$ cat src/rtl/cs_lifo_pkg.sv
// cs_lifo_pkg: shared types and defaults for the clip-and-split LIFO
//   Triangle3D    : packed triangle record (three xyz vertices, 16 bits per axis)
//   TRI3D_W       : width of a Triangle3D in bits
//   CS_STACK_LOG2 : default log2 of the stack depth
package cs_lifo_pkg;

    typedef struct packed {
        logic [15:0] x;
        logic [15:0] y;
        logic [15:0] z;
    } vertex3d_t;

    typedef struct packed {
        vertex3d_t v0;
        vertex3d_t v1;
        vertex3d_t v2;
    } Triangle3D;

    localparam int TRI3D_W       = $bits(Triangle3D);
    localparam int CS_STACK_LOG2 = 3;

endpackage

$ cat src/rtl/cs_lifo_mem.sv
// cs_lifo_mem: DEPTH x WIDTH register file, one sync write port, one async read port
//   clk      : clock, rising edge
//   we_i     : write enable
//   waddr_i  : write address
//   wdata_i  : write data
//   raddr_i  : read address
//   rdata_o  : read data (combinational; shows the old contents when the same
//              address is written in this cycle)
module cs_lifo_mem
    import cs_lifo_pkg::*;
#(
    parameter int WIDTH      = TRI3D_W,
    parameter int DEPTH_LOG2 = CS_STACK_LOG2
) (
    input  logic                  clk,
    input  logic                  we_i,
    input  logic [DEPTH_LOG2-1:0] waddr_i,
    input  logic [WIDTH-1:0]      wdata_i,
    input  logic [DEPTH_LOG2-1:0] raddr_i,
    output logic [WIDTH-1:0]      rdata_o
);

    logic [WIDTH-1:0] mem_q [2**DEPTH_LOG2];

    always_ff @(posedge clk) begin
        if (we_i) mem_q[waddr_i] <= wdata_i;
    end

    assign rdata_o = mem_q[raddr_i];

endmodule

$ cat src/rtl/cs_lifo.sv
// cs_lifo: newest-first stack with push+pop replace, occupancy, high-water mark, flush and error pulses
//   clk          : clock, rising edge
//   n_rst        : asynchronous active-low reset
//   flush_i      : discard all entries (overrides push/pop)
//   push_i/din_i : write din_i onto top of stack
//   pop_i        : remove top entry; it appears on dout_o the next cycle
//   dout_o       : last popped entry, held until the next accepted pop
//   dout_valid_o : one-cycle pulse, dout_o updated
//   count_o      : occupancy 0..DEPTH
//   hwm_o        : highest occupancy since reset/flush
//   empty_o      : count_o == 0
//   full_o       : count_o == DEPTH
//   overflow_o   : one-cycle pulse, push rejected
//   underflow_o  : one-cycle pulse, pop rejected
module cs_lifo
    import cs_lifo_pkg::*;
#(
    parameter int WIDTH      = TRI3D_W,
    parameter int DEPTH_LOG2 = CS_STACK_LOG2
) (
    input  logic                  clk,
    input  logic                  n_rst,
    input  logic                  flush_i,
    input  logic                  push_i,
    input  logic [WIDTH-1:0]      din_i,
    input  logic                  pop_i,
    output logic [WIDTH-1:0]      dout_o,
    output logic                  dout_valid_o,
    output logic [DEPTH_LOG2:0]   count_o,
    output logic [DEPTH_LOG2:0]   hwm_o,
    output logic                  empty_o,
    output logic                  full_o,
    output logic                  overflow_o,
    output logic                  underflow_o
);

    localparam int CW = DEPTH_LOG2 + 1;
    localparam int DEPTH = 2**DEPTH_LOG2;
    localparam logic [CW-1:0] ONE = CW'(1);
    localparam logic [CW-1:0] FULL_CNT = CW'(DEPTH);

    logic [CW-1:0]    count_q, count_d, hwm_q, hwm_d, top_c;
    logic [WIDTH-1:0] dout_q, dout_d, rdata;
    logic             valid_q, valid_d, ovf_q, ovf_d, udf_q, udf_d;
    logic             we;
    logic [DEPTH_LOG2-1:0] waddr;

    assign empty_o = count_q == '0;
    assign full_o  = count_q == FULL_CNT;
    assign top_c   = count_q - ONE;

    // push+pop on a non-empty stack overwrites the top slot; a lone push appends
    assign waddr = pop_i ? top_c[DEPTH_LOG2-1:0] : count_q[DEPTH_LOG2-1:0];

    cs_lifo_mem #(.WIDTH(WIDTH), .DEPTH_LOG2(DEPTH_LOG2)) u_mem (
        .clk     (clk),
        .we_i    (we),
        .waddr_i (waddr),
        .wdata_i (din_i),
        .raddr_i (top_c[DEPTH_LOG2-1:0]),
        .rdata_o (rdata)
    );

    always_comb begin
        count_d = count_q;
        dout_d  = dout_q;
        valid_d = 1'b0;
        ovf_d   = 1'b0;
        udf_d   = 1'b0;
        we      = 1'b0;
        if (flush_i) begin
            count_d = '0;
        end else if (push_i && pop_i) begin
            valid_d = 1'b1;
            we      = !empty_o;
            // empty stack: the pushed entry passes straight through
            dout_d  = empty_o ? din_i : rdata;
        end else if (push_i) begin
            ovf_d   = full_o;
            we      = !full_o;
            count_d = full_o ? count_q : count_q + ONE;
        end else if (pop_i) begin
            udf_d   = empty_o;
            valid_d = !empty_o;
            dout_d  = empty_o ? dout_q : rdata;
            count_d = empty_o ? count_q : top_c;
        end
        hwm_d = flush_i ? '0 : (count_d > hwm_q ? count_d : hwm_q);
    end

    always_ff @(posedge clk or negedge n_rst) begin
        if (!n_rst) begin
            count_q <= '0;
            hwm_q   <= '0;
            dout_q  <= '0;
            valid_q <= 1'b0;
            ovf_q   <= 1'b0;
            udf_q   <= 1'b0;
        end else begin
            count_q <= count_d;
            hwm_q   <= hwm_d;
            dout_q  <= dout_d;
            valid_q <= valid_d;
            ovf_q   <= ovf_d;
            udf_q   <= udf_d;
        end
    end

    assign dout_o       = dout_q;
    assign dout_valid_o = valid_q;
    assign count_o      = count_q;
    assign hwm_o        = hwm_q;
    assign overflow_o   = ovf_q;
    assign underflow_o  = udf_q;

endmodule

$ cat config.mk
export PLATFORM = sky130hd
export DESIGN_NAME = cs_lifo
export DESIGN_NICKNAME = d
export VERILOG_FILES = /design/src/rtl/cs_lifo_pkg.sv /design/src/rtl/cs_lifo_mem.sv /design/src/rtl/cs_lifo.sv
export SDC_FILE = /design/constraint.sdc
export NUM_CORES = 1
export LEC_CHECK = 0
export BUFFER_PORTS_ARGS = -buffer_cell sky130_fd_sc_hd__clkbuf_2
export CAP_MARGIN = 0
export CORE_MARGIN = 2
export CORE_UTILIZATION = 50
export CTS_CLUSTER_SIZE = 14
export DETAILED_ROUTE_END_ITERATION = 10
export PLACE_DENSITY = 0.7
export REMOVE_ABC_BUFFERS = 1
export SLEW_MARGIN = 10
export SYNTH_ARGS = -nofsm -noshare
export SYNTH_HDL_FRONTEND = slang
export SYNTH_SLANG_ARGS = --single-unit
$ cat constraint.sdc
create_clock -name clk -period 7.92 [get_ports clk]
set_input_delay 1.188 -clock clk [delete_from_list [all_inputs] [get_ports clk]]
set_output_delay 1.188 -clock clk [all_outputs]
set_load 0.005 [all_outputs]
==> run_results.csv <==
group,metric,value,unit
status,outcome,"finished, final reports clean",
finish,drive_gt1_frac,0.235,
cts,cts_tree,"built",
cts,clock_latency,0.72,ns
finish,syn_to_final_growth,14.7,%
cts,path_clk_slew,0.06,ns
timing,finClkSkew,0.0273,ns
floorplan,rows,115,
synth,yosys_warnings,0,
job,drv_cap,0,
worst_setup_path,r2r_slack,2.82,ns
synth,synth_cells,2573,
cts,post-cts-setup-buffer-count,0,
synth,synth_top_cell_by_area,"edfxtp_1",
finish,stdcell_count,4291,
global_route,antenna_found_initial,11,
cts,ctsHoldBuffers,0,
power_and_ir_drop,powerDensity,317,nW/µm²
power_and_ir_drop,irDropWorstVdd,232,µV
detailed_routing,route.detailed.drc,0,
worst_setup_path,start_kind,"flop",
global_route,grt_max_degree,143,
placed_design,gp_congestion,0.752,
worst_hold_path,whs_endpoint,"dout_o[73]",
floorplan,die_w,318,µm
worst_setup_path,r2r_start,"count_o[0]",
worst_setup_path,cp-end-kind,"flop",
power_and_ir_drop,p_leak,19.9,nW
worst_hold_path,min_path_type,"flop to flop",
timing,post-route-period-util,0.644,
detailed_routing,final_antenna_net_count,0,
placed_design,detailed_place_hpwl,61800,µm
synth,yosys-top-cells-count,"edfxtp_1, mux2i_1, dfrtp_1",
global_route,grt_overflow,0,
detailed_routing,avgRoutedWirePerCell,26.8,µm
worst_hold_path,holdPathStages,2,
synth,async_flop_share,0.119,
cts,clockBufferDepth,3,
synth,synth_top_area_frac,0.701,
worst_setup_path,r2r_cells,7,
timing,worstMarginPinSlew,1.14,ns
floorplan,floorplan.die.height,318,µm
floorplan,io_pins,306,
worst_setup_path,cp.arrival,5.43,ns
timing,slew_headroom,0.239,
cts,cts_buffers,130,
finish,fin_nets,3047,
detailed_routing,drt-initial-drc-count,2591,
timing,drv_slew,0,
synth,ys_seq_elements,1307,
worst_setup_path,worstSetupStartpoint,"count_o[0]",
detailed_routing,firstDrtPassIters,5,
floorplan,start_util,0.503,
floorplan,die-area,101000,µm²
synth,synth.distinct_cells,43,
cts,htreeDepth,4,
synth,synth-main-ff-cell,"edfxtp_1",
placed_design,placed_cells,4047,
timing,timing.setup.tns,0,ns
placed_design,portBuffers,305,
power_and_ir_drop,finalPower,17.9,mW
timing,fin_crit,5.10,ns
worst_setup_path,rr_endpoint,"u_mem.mem_q[5][21]",
cts,cts_resized,0,
worst_setup_path,cp.required,8.25,ns
global_route,gr-usage-all-layers,0.227,
synth,netlist_area,49300,µm²
detailed_routing,via_count,26100,
global_route,grt_pass1_vias,26800,
synth,yosys-top-cells-area,"edfxtp_1, dfrtp_1, mux4_2, mux2i_1, a22oi_1",
timing,setup_viol,0,
synth,synth.most_common_cell,"edfxtp_1",
synth,ys_seq_area_frac,0.780,
timing,max_freq,0.196,GHz
synth,synth_edf_count,1152,
floorplan,core,98100,µm²
synth,avgSynthCellArea,19.2,µm²
cts,clock-sinks,1307,
timing,hold_viol,0,
worst_hold_path,hold_path.startpoint,"dout_o[73]",
detailed_routing,wl,115000,µm
worst_setup_path,worstSetupPathType,"flop to flop",
cts,clock-root-buffer,"clkbuf_16",
global_route,grt_pass1_wl,172000,µm
timing,grt_setup_unrepaired,"no",
detailed_routing,via_per_inst,6.07,
worst_setup_path,crit_fanout,60,
[registers in the layout, summed over array words and instances, names as in the netlist]
| name | count |
|---|---|
| u_mem.mem_q | 1152 |
| dout_o | 144 |
| count_o | 4 |
| hwm_o | 4 |
| dout_valid_o | 1 |
| overflow_o | 1 |
| underflow_o | 1 |
[power breakdown]
group | internal [mW] | leakage, nW | switching [mW]
clock network | 3.59 | 2.10 | 2.52
registers | 8.03 | 12.3 | 0.354
logic | 1.44 | 5.47 | 2.00
[kinds of logic (layout without fill, tap and decap cells)]
kind of cell,after synthesis,in the layout,synth area share
simple gates,46,46,0.00461
buf+inv,176,602,0.0162
other cells,0,5,0
fa+ha+maj,6,6,0.00152
compound gates,600,600,0.0728
mux,434,434,0.125
flops,1307,1307,0.780
xor+xnor,4,4,0.000710
[critical path, stage by stage (launching register included)]
cell and delay, ns:
dfrtp_4 0.94, inv_1 0.31, ha_4 0.64, buf_4 0.84, a32oi_1 0.42, nor2_4 0.19, buf_4 0.46, buf_4 0.73
[worst max-delay path by stage]
stage	to	slack [ns]	cells after the start
3_5_place_dp	u_mem.mem_q[5][98]	2.88	7
5_1_grt	u_mem.mem_q[5][21]	2.58	7
6_report	u_mem.mem_q[5][21]	2.82	7
4_1_cts	u_mem.mem_q[5][6]	2.84	7
3_3_place_gp	u_mem.mem_q[6][86]	2.91	8
2_1_floorplan	u_mem.mem_q[4][0]	-34.49	5
[per-stage QoR]
| step | utilization | hold slack, ns | instance area, µm² | worst slack, ns |
|---|---|---|---|---|
| 3_3_place_gp | 0.533 | 0.503 | 52300 | 2.91 |
| 5_1_grt | 0.577 | 0.543 | 56600 | 2.58 |
| 2_1_floorplan | - | 0.509 | 48600 | -34.49 |
| 6_report | 0.577 | 0.518 | 56600 | 2.82 |
| 3_5_place_dp | 0.533 | 0.508 | 52300 | 2.88 |
| 4_1_cts | 0.577 | 0.520 | 56600 | 2.84 |
[cell usage in the layout, fill, tap and decap left out, types with 110 or more instances in the layout]
cell type and n:
edfxtp_1 1152, clkbuf_2 304, mux2i_1 288, dfrtp_1 154, a21oi_1 150, a22oi_1 145
mux4_2 144, o22ai_1 144, clkbuf_16 134, o21ai_0 110
[area by class of cell]
cell class	instances	area [µm²]
Antenna cell	5	12.5
Timing Repair Buffer	352	1960
Fill cell	7219	41500
Clock inverter	59	656
Multi-Input combinational cell	1090	10200
Clock buffer	180	3640
Sequential cell	1307	38500
Inverter	11	41.3
Tap cell	1287	1610
[layer usage]
layer | GRT usage | vias to the layer above | wire, µm
met2 | 0.358 | 1049 | 55000
met3 | 0.0569 | 191 | 9610
met4 | 0.0672 | 12 | 2680
met5 | 0 | - | 69
met1 | 0.315 | 13600 | 47700
li1 | - | 11200 | -
No activity file was read; power rests on OpenSTA's default activity.
